`src/rtl/pe_pkg.sv`:
```
// Shared definitions for the PE multiply-accumulate pipeline:
// default widths, saturation limit helpers and the sideband flag bundle.
package pe_pkg;

  localparam int DATA_BITWIDTH_DEF = 8;
  localparam int PSUM_BITWIDTH_DEF = 24;
  localparam int PSUM_W_MAX        = 64;

  // Travels with psum_in through the multiplier delay line
  typedef struct packed {
    logic first;
    logic last;
  } pe_flags_t;

  function automatic int prod_width(input int data_w);
    return 2 * data_w;
  endfunction

  function automatic logic [PSUM_W_MAX-1:0] sat_max(input int psum_w, input logic is_signed);
    logic [PSUM_W_MAX-1:0] v;
    int                    top;
    v   = '0;
    top = is_signed ? psum_w - 32'sd1 : psum_w;
    for (int i = 0; i < PSUM_W_MAX; i++) begin
      if (i < top) begin
        v[i] = 1'b1;
      end else begin
        v[i] = 1'b0;
      end
    end
    return v;
  endfunction

  // Unsigned sums cannot underflow, so the unsigned minimum is never selected
  function automatic logic [PSUM_W_MAX-1:0] sat_min(input int psum_w, input logic is_signed);
    logic [PSUM_W_MAX-1:0] v;
    v = '0;
    if (is_signed && (psum_w > 32'sd0) && (psum_w <= PSUM_W_MAX)) begin
      v[psum_w-1] = 1'b1;
    end else begin
      v = '0;
    end
    return v;
  endfunction

endpackage

```
`src/rtl/pe_mac_pipe_mult.sv`:
```
// Registered multiplier: stage 1 holds the operands, later stages hold the product.
// Valid and sideband are delayed alongside; the whole chain freezes when i_en is low.
module pe_mult_pipe
  import pe_pkg::*;
#(
  parameter int DW     = DATA_BITWIDTH_DEF,
  parameter int SB_W   = PSUM_BITWIDTH_DEF + 2,
  parameter int STAGES = 2,
  parameter int SIGNED = 1
) (
  input  logic              clk,
  input  logic              rst,
  input  logic              i_en,
  input  logic              i_valid,
  input  logic [DW-1:0]     i_a,
  input  logic [DW-1:0]     i_b,
  input  logic [SB_W-1:0]   i_sb,
  output logic              o_valid,
  output logic [2*DW-1:0]   o_prod,
  output logic [SB_W-1:0]   o_sb
);

  localparam int PW = prod_width(DW);

  logic [DW-1:0]   r_a;
  logic [DW-1:0]   r_b;
  logic [STAGES-1:0] r_v;
  logic [SB_W-1:0] r_sb [STAGES];
  logic [PW-1:0]   w_a_ext;
  logic [PW-1:0]   w_b_ext;
  logic [PW-1:0]   w_prod;

  // Low PW bits of the extended product are exact for both signednesses
  assign w_a_ext = (SIGNED != 0) ? {{DW{r_a[DW-1]}}, r_a} : {{DW{1'b0}}, r_a};
  assign w_b_ext = (SIGNED != 0) ? {{DW{r_b[DW-1]}}, r_b} : {{DW{1'b0}}, r_b};
  assign w_prod  = w_a_ext * w_b_ext;

  // Operand capture plus the valid/sideband delay line
  always_ff @(posedge clk or posedge rst) begin
    if (rst) begin
      r_a <= '0;
      r_b <= '0;
      r_v <= '0;
      for (int k = 0; k < STAGES; k++) begin
        r_sb[k] <= '0;
      end
    end else if (i_en) begin
      r_a     <= i_a;
      r_b     <= i_b;
      r_v[0]  <= i_valid;
      r_sb[0] <= i_sb;
      for (int k = 1; k < STAGES; k++) begin
        r_v[k]  <= r_v[k-1];
        r_sb[k] <= r_sb[k-1];
      end
    end
  end

  generate
    if (STAGES == 1) begin : g_one
      assign o_prod = w_prod;
    end else begin : g_multi
      logic [PW-1:0] r_p [STAGES-1];
      // Product delay stages
      always_ff @(posedge clk or posedge rst) begin
        if (rst) begin
          for (int k = 0; k < STAGES - 1; k++) begin
            r_p[k] <= '0;
          end
        end else if (i_en) begin
          r_p[0] <= w_prod;
          for (int k = 1; k < STAGES - 1; k++) begin
            r_p[k] <= r_p[k-1];
          end
        end
      end
      assign o_prod = r_p[STAGES-2];
    end
  endgenerate

  assign o_valid = r_v[STAGES-1];
  assign o_sb    = r_sb[STAGES-1];

endmodule

```
`src/rtl/pe_mac_pipe.sv`:
```
// Pipelined PE multiply-accumulate: psum += iact*wght over first/last framed beats,
// signed or unsigned, saturating or wrapping, with valid/ready backpressure.
module pe_mac_pipe
  import pe_pkg::*;
#(
  parameter int DATA_BITWIDTH = DATA_BITWIDTH_DEF,
  parameter int PSUM_BITWIDTH = PSUM_BITWIDTH_DEF,
  parameter int MULT_STAGES   = 2,
  parameter int SIGNED        = 1,
  parameter int SATURATE      = 1
) (
  input  logic                     clk,
  input  logic                     rst,
  input  logic                     in_valid,
  output logic                     in_ready,
  input  logic [DATA_BITWIDTH-1:0] iact,
  input  logic [DATA_BITWIDTH-1:0] wght,
  input  logic [PSUM_BITWIDTH-1:0] psum_in,
  input  logic                     in_first,
  input  logic                     in_last,
  output logic                     out_valid,
  input  logic                     out_ready,
  output logic [PSUM_BITWIDTH-1:0] psum_out,
  output logic                     ovf
);

  localparam int PW   = prod_width(DATA_BITWIDTH);
  localparam int GW   = PSUM_BITWIDTH + 1;
  localparam int SB_W = PSUM_BITWIDTH + $bits(pe_flags_t);
  localparam logic [PSUM_W_MAX-1:0]    SAT_HI_FULL = sat_max(PSUM_BITWIDTH, SIGNED != 0);
  localparam logic [PSUM_W_MAX-1:0]    SAT_LO_FULL = sat_min(PSUM_BITWIDTH, SIGNED != 0);
  localparam logic [PSUM_BITWIDTH-1:0] SAT_HI      = SAT_HI_FULL[PSUM_BITWIDTH-1:0];
  localparam logic [PSUM_BITWIDTH-1:0] SAT_LO      = SAT_LO_FULL[PSUM_BITWIDTH-1:0];

  logic                     w_stall;
  logic                     w_mv;
  logic [PW-1:0]            w_prod;
  pe_flags_t                w_flags_in;
  pe_flags_t                w_flags;
  logic [SB_W-1:0]          w_sb_in;
  logic [SB_W-1:0]          w_sb_out;
  logic [PSUM_BITWIDTH-1:0] w_sb_psum;
  logic [PSUM_BITWIDTH-1:0] w_base;
  logic [PSUM_BITWIDTH-1:0] w_res;
  logic [GW-1:0]            w_base_g;
  logic [GW-1:0]            w_prod_g;
  logic [GW-1:0]            w_sum_g;
  logic                     w_ovf_beat;
  logic                     w_ovf_new;
  logic [PSUM_BITWIDTH-1:0] r_acc;
  logic                     r_ovf_acc;
  logic [PSUM_BITWIDTH-1:0] r_psum_out;
  logic                     r_ovf_out;
  logic                     r_out_valid;

  assign w_stall    = r_out_valid & ~out_ready;
  assign in_ready   = ~w_stall;
  assign w_flags_in = '{first: in_first, last: in_last};
  assign w_sb_in    = {psum_in, w_flags_in};
  assign {w_sb_psum, w_flags} = w_sb_out;

  pe_mult_pipe #(
    .DW     (DATA_BITWIDTH),
    .SB_W   (SB_W),
    .STAGES (MULT_STAGES),
    .SIGNED (SIGNED)
  ) u_mult (
    .clk     (clk),
    .rst     (rst),
    .i_en    (~w_stall),
    .i_valid (in_valid),
    .i_a     (iact),
    .i_b     (wght),
    .i_sb    (w_sb_in),
    .o_valid (w_mv),
    .o_prod  (w_prod),
    .o_sb    (w_sb_out)
  );

  // Guard-bit add; the guard bit is the true sign (signed) or carry (unsigned)
  always_comb begin
    w_base     = r_acc;
    w_base_g   = '0;
    w_prod_g   = '0;
    w_sum_g    = '0;
    w_ovf_beat = 1'b0;
    w_res      = '0;
    w_ovf_new  = 1'b0;
    if (w_flags.first) begin
      w_base = w_sb_psum;
    end else begin
      w_base = r_acc;
    end
    if (SIGNED != 0) begin
      w_base_g = {w_base[PSUM_BITWIDTH-1], w_base};
      w_prod_g = {{(GW-PW){w_prod[PW-1]}}, w_prod};
    end else begin
      w_base_g = {1'b0, w_base};
      w_prod_g = {{(GW-PW){1'b0}}, w_prod};
    end
    w_sum_g = w_base_g + w_prod_g;
    if (SIGNED != 0) begin
      w_ovf_beat = w_sum_g[GW-1] ^ w_sum_g[GW-2];
    end else begin
      w_ovf_beat = w_sum_g[GW-1];
    end
    if (w_ovf_beat && (SATURATE != 0)) begin
      if ((SIGNED != 0) && w_sum_g[GW-1]) begin
        w_res = SAT_LO;
      end else begin
        w_res = SAT_HI;
      end
    end else begin
      w_res = w_sum_g[PSUM_BITWIDTH-1:0];
    end
    if (w_flags.first) begin
      w_ovf_new = w_ovf_beat;
    end else begin
      w_ovf_new = r_ovf_acc | w_ovf_beat;
    end
  end

  // Accumulator update and result emit; a completing last beat wins over the drain
  always_ff @(posedge clk or posedge rst) begin
    if (rst) begin
      r_acc       <= '0;
      r_ovf_acc   <= 1'b0;
      r_psum_out  <= '0;
      r_ovf_out   <= 1'b0;
      r_out_valid <= 1'b0;
    end else if (!w_stall) begin
      if (w_mv) begin
        r_acc     <= w_res;
        r_ovf_acc <= w_ovf_new;
      end
      if (w_mv && w_flags.last) begin
        r_psum_out  <= w_res;
        r_ovf_out   <= w_ovf_new;
        r_out_valid <= 1'b1;
      end else if (out_ready) begin
        r_out_valid <= 1'b0;
      end
    end
  end

  assign out_valid = r_out_valid;
  assign psum_out  = r_psum_out;
  assign ovf       = r_ovf_out;

endmodule
```
`config.mk`:
```
export PLATFORM = sky130hd
export DESIGN_NAME = pe_mac_pipe
export DESIGN_NICKNAME = d
export VERILOG_FILES = /design/src/rtl/pe_pkg.sv /design/src/rtl/pe_mac_pipe_mult.sv /design/src/rtl/pe_mac_pipe.sv
export SDC_FILE = /design/constraint.sdc
export NUM_CORES = 1
export LEC_CHECK = 0
export BUFFER_PORTS_ARGS = -buffer_cell sky130_fd_sc_hd__buf_2
export CORE_MARGIN = 1
export CORE_UTILIZATION = 55
export DETAILED_ROUTE_END_ITERATION = 10
export HOLD_SLACK_MARGIN = 0.12
export PLACE_DENSITY_LB_ADDON = 0.25
export SYNTH_ARGS = -nofsm -noshare
export SYNTH_HDL_FRONTEND = slang
export SYNTH_SLANG_ARGS = --single-unit
```
`constraint.sdc`:
```
create_clock -name clk -period 4.18 [get_ports clk]
set_input_delay 0.836 -clock clk [delete_from_list [all_inputs] [get_ports clk]]
set_output_delay 0.836 -clock clk [all_outputs]
set_load 0.02 [all_outputs]
```
==> After elaboration in Yosys (flattened, before gate mapping) <==
Cells that the tools add are included.
{ "classes": {"muxes": 6, "bitwise": 5, "n_reduce_logical": 5, "addsub": 1, "mul": 1} }
{ "ops": {"columns": ["op", "n"], "rows": [
  ["$mux W24", 3],
  ["$add A24 B16 Y25", 1],
  ["$mul A8 B8 Y16", 1],
  ["$reduce_and A2 Y1", 3],
  ["$mux W1", 3],
  ["$not A1 Y1", 2],
  ["$reduce_bool A2 Y1", 1],
  ["$and A1 B1 Y1", 1],
  ["$logic_and A1 B1 Y1", 1],
  ["$or A1 B1 Y1", 1],
  ["$xor A1 B1 Y1", 1]
]} }
{ "word_totals": {"word_cells": 29, "inputBits": 46, "output_inout_bits": 27, "ff_bits": 137} }

==> Longest topological paths before layout <==
{ "logic_depth": {"ltp_word": 5, "depth_mapped": 17, "ltp_nobuf": 17} }

==> Modules after synthesis <==
From an unflattened synthesis, not the netlist that was laid out.
{ "unflattened": {"hier_cells": 927, "area_unflattened_um2": 9715.6} }
{ "by_module_without_submodules": {"columns": ["module", "instances", "cells_per_inst", "seq_area_each_um2", "area_per_inst_um2"], "rows": [
  ["pe_mult_pipe", 1, 516, 2152.1, 5954.5],
  ["pe_mac_pipe", 1, 411, 1276.2, 3761.1]
]} }

==> Worst setup path before layout <==
OpenSTA, ideal clock, no wires.
{ "synth_timing": {"kind": "register -> register", "start": "reg u_mult.r_a[1]", "end": "reg u_mult.g_multi.r_p (netlist bit u_mult.o_prod[14])", "period_less_slack_ns": 4.278, "path_stages_with_launch": 17, "required_time_ns": 4.044, "setup_ns": 0.136, "arrival_ns": 4.142, "path_buffers": 0, "path_slack_ns": -0.098, "cell_sequence": "dfrtp_1 -> and2_1 -> fa_1 -> fa_1 -> inv_1 -> fa_1 -> fa_1 -> inv_1 -> ha_1 -> a21o_1 -> a21oi_1 -> o21bai_1 -> a21oi_1 -> o21ai_0 -> a31oi_1 -> xor2_1 -> o21ai_0"} }
{ "synth_via": {"elab_chain_len": 1} }
{ "synth_rtl": {"columns": ["item", "line_no", "text"], "rows": [
  ["from (decl)", "pe_mac_pipe_mult.sv:25", "logic [DW-1:0] r_a;"],
  ["from (signal assigned)", "pe_mac_pipe_mult.sv:48", "r_a <= i_a;"],
  ["$mul A8 B8 Y16", "pe_mac_pipe_mult.sv:36", "assign w_prod = w_a_ext * w_b_ext;"],
  ["to (signal, indexed assignment)", "pe_mac_pipe_mult.sv:73", "r_p[k] <= r_p[k-1];"],
  ["to (decl)", "pe_mac_pipe_mult.sv:63", "logic [PW-1:0] r_p [STAGES-1];"]
]} }
No other way between the ends.
A chain may end at the register's enable or synchronous reset.

==> Worst setup path in the final report <==
{ "layout_timing": {"start": "reg u_mult.r_b[3]", "end": "reg u_mult.g_multi.r_p (netlist bit u_mult.o_prod[13])"} }
{ "layout_via": {"elab_chain_len": 1} }
{ "layout_rtl": {"columns": ["item", "line_no", "text"], "rows": [
  ["from (decl)", "pe_mac_pipe_mult.sv:26", "logic [DW-1:0] r_b;"],
  ["from (signal assigned)", "pe_mac_pipe_mult.sv:49", "r_b <= i_b;"],
  ["$mul A8 B8 Y16", "pe_mac_pipe_mult.sv:36", null]
]} }
No other way between the ends.

==> results.ini <==
[setup_path]
max_stage_delay_ns = 0.53
arrival_ns = 4.52
critPathRequiredTime_ns = 4.46
worst-path-max-fanout = 6
critical_path_class = reg -> reg
crit_family = adder cells
r2r-start = u_mult.r_b[3]
setup.worst_path.end_class = flop
crit_start = u_mult.r_b[3]
regToRegSetupSlack_ns = -0.05
cp-start-kind = flop
crit_buf_inv = 4
cp_slowest_cell = fa_1
crit_chain = buf_6, nand2_1, fa_1, inv_1, fa_1, fa_1, inv_1, fa_1, inv_1, ha_1, nor3_1, nor3_2, a41oi_2, nor2b_4, xor2_1, a21oi_1
cpMostUsedCell = fa_1

[floorplan]
pin_count = 73
core_area_mm2 = 0.0161
fp.dieArea_mm2 = 0.0172
row_count = 46
die-height_um = 131
die_w_um = 131
start_util_pct = 57.1

[sta]
finalSetupViolCount = 3
post-route-period-util_pct = 101
max_freq_mhz = 236
tightestPinTransition_ns = 0.923
grt_setup_unrepaired = yes
min_period_ns = 4.23
skew_ns = 0.0107
relSlewSlack_pct = 38.4
hold_viol = 0
fin_ws_ns = -0.0546
slew_viol_final = 0

[clocking]
cts_tree = done
cts_buffers = 17
root_buffer = clkbuf_16
cts-htree-levels = 4
clk_pin_slew_ns = 0.07
cts.sinks = 137
insertion_delay_ns = 0.43
cts_buffer_depth = 2

[global_routing]
grtUsageTotal_pct = 26.5
grt_pass1_vias = 7397
grt_overflow = 0
grt_max_degree = 95
antenna_found_initial = 0
grt_pass1_wl_mm = 36.2

[placement]
pre_cts_ws_ns = -0.197
dp_cells = 1347
place_area_mm2 = 0.0101
port_buffers = 72
dp_hpwl_mm = 14.6
gp_congestion = 0.902

[yosys]
yosys.cell_types.count = 49
yosysWarnings = 0
synth_seq_cells = 137
synth_area_mm2 = 0.00917
synth-edff-count = 0
netlist_top_cells_count = nand2_1 (306), dfrtp_1 (137), inv_1 (92)
ys.flop_type = dfrtp_1
synth_top_area_share_pct = 37.4
yosysTopAreaCell = dfrtp_1
syn_nets = 1196
synth_async_sr_flop_share_pct = 100
synth.top_cells.by_area = dfrtp_1 (37%), nand2_1 (13%), fa_1 (12%), ha_1 (7.2%), inv_1 (3.8%)
yosysMostFrequentCell = nand2_1
ys_seq_area_share_pct = 37.4
synth.avg_cell_area_um2 = 8.81
synth_cells = 1041

[hold_path]
hold_class = in -> async

[routing]
drt_wl_total_mm = 21.0
vias = 7468
dr.pass1.iters = 5
vias_per_cell = 5.36
drt_first_iter_violations = 553
drt.antenna.violating_nets = 0
wl_per_cell_um = 15.1
route.detailed.drc = 0

[layout]
drive_above_1_share_pct = 22.0
final_area_mm2 = 0.0111
n_antenna_cell = 0
area_growth_pct = 20.6
nNetsFinal = 1318
instances_no_fill = 1392
final_util_pct = 68.8

[run]
cap_violations = 0

[run_status]
violations = setup timing
status = finished with violations

==> flip-flops by register name, indices dropped and copies added, names as in the netlist <==
name / cells
r_acc: 24
u_mult.r_a: 8
r_ovf_acc: 1
u_mult.o_sb: 26
out_valid: 1
u_mult.o_prod: 16
psum_out: 24
ovf: 1
u_mult.r_b: 8
u_mult.r_sb: 26
u_mult.r_v: 2
==> repair_timing <==
| action | in CTS | in global routing |
|---|---|---|
| endpoints found under the hold margin | 0 | 0 |
| resized for setup | 28 | 27 |
| setup buffers | 10 | 4 |
| pin swaps | 31 | 18 |
| hold buffers | 0 | 0 |
| endpoints found under the setup margin | 5 | 31 |
==> stage by stage <==
step	hold slack, ns	setup TNS [ns]
finish	0.403	-0.0881
global route	0.433	-0.620
CTS	0.401	0
detailed placement	0.454	-0.599
global placement	0.447	-0.453
floorplan	0.430	0
==> cells by family after synthesis <==
kind of cell / share of synthesized area (%)
and+or+nand+nor: 20.7
AOI/OAI and AO/OA: 10.2
DFF: 37.4
buffers and inverters: 5.55
adders and majority gates: 19.5
xor gates and xnor gates: 2.96
muxes: 3.70
==> layer usage <==
metal  global-route usage, %  vias up  routed length [um]
li1                        -     3609                   -
met1                    37.8     3629               10000
met2                    41.3      196                9650
met3                    3.90       34                 950
met4                    9.80        0                 410
met5                       0        -                   0
==> cell usage in the layout (no fill, tap or decap), types with 10 or more instances in the layout <==
cell type / synthesis / routed
xnor2_1: 22 / 21
dfrtp_1: 137 / 132
nor3_1: 12 / 10
buf_2: 5 / 72
and2_1: 45 / 35
clkbuf_16: 0 / 17
o21ai_0: 58 / 55
inv_1: 92 / 80
buf_4: 1 / 62
o21ai_1: 14 / 17
fa_1: 56 / 53
inv_2: 0 / 11
nor2_1: 39 / 39
and2_4: 0 / 10
a21oi_1: 50 / 45
mux2_2: 26 / 26
nand2_1: 306 / 304
ha_1: 53 / 44
==> final cells by class <==
type	count	area, um^2
well taps	216	270
multi-input cells	775	5440
fillers	1268	5000
flip-flops and latches	137	3430
clock inverters	13	205
clock buffers	19	453
repair buffers	140	902
inverters	92	349
==> final timing paths <==
| path | cells past startpoint | endpoint |
|---|---|---|
| max in group asynchronous | 3 | u_mult.r_sb[43] |
| setup reg to reg | 16 | u_mult.o_prod[13] |
| min in group clk | 2 | r_ovf_acc |
| setup / recovery | 16 | u_mult.o_prod[13] |
| hold reg to reg | 2 | r_ovf_acc |
| hold / removal | 2 | u_mult.o_prod[3] |
Power is left out: the tool's default activity adds up to more than one toggle a clock period on the data nets, which glitch-free logic cannot reach.
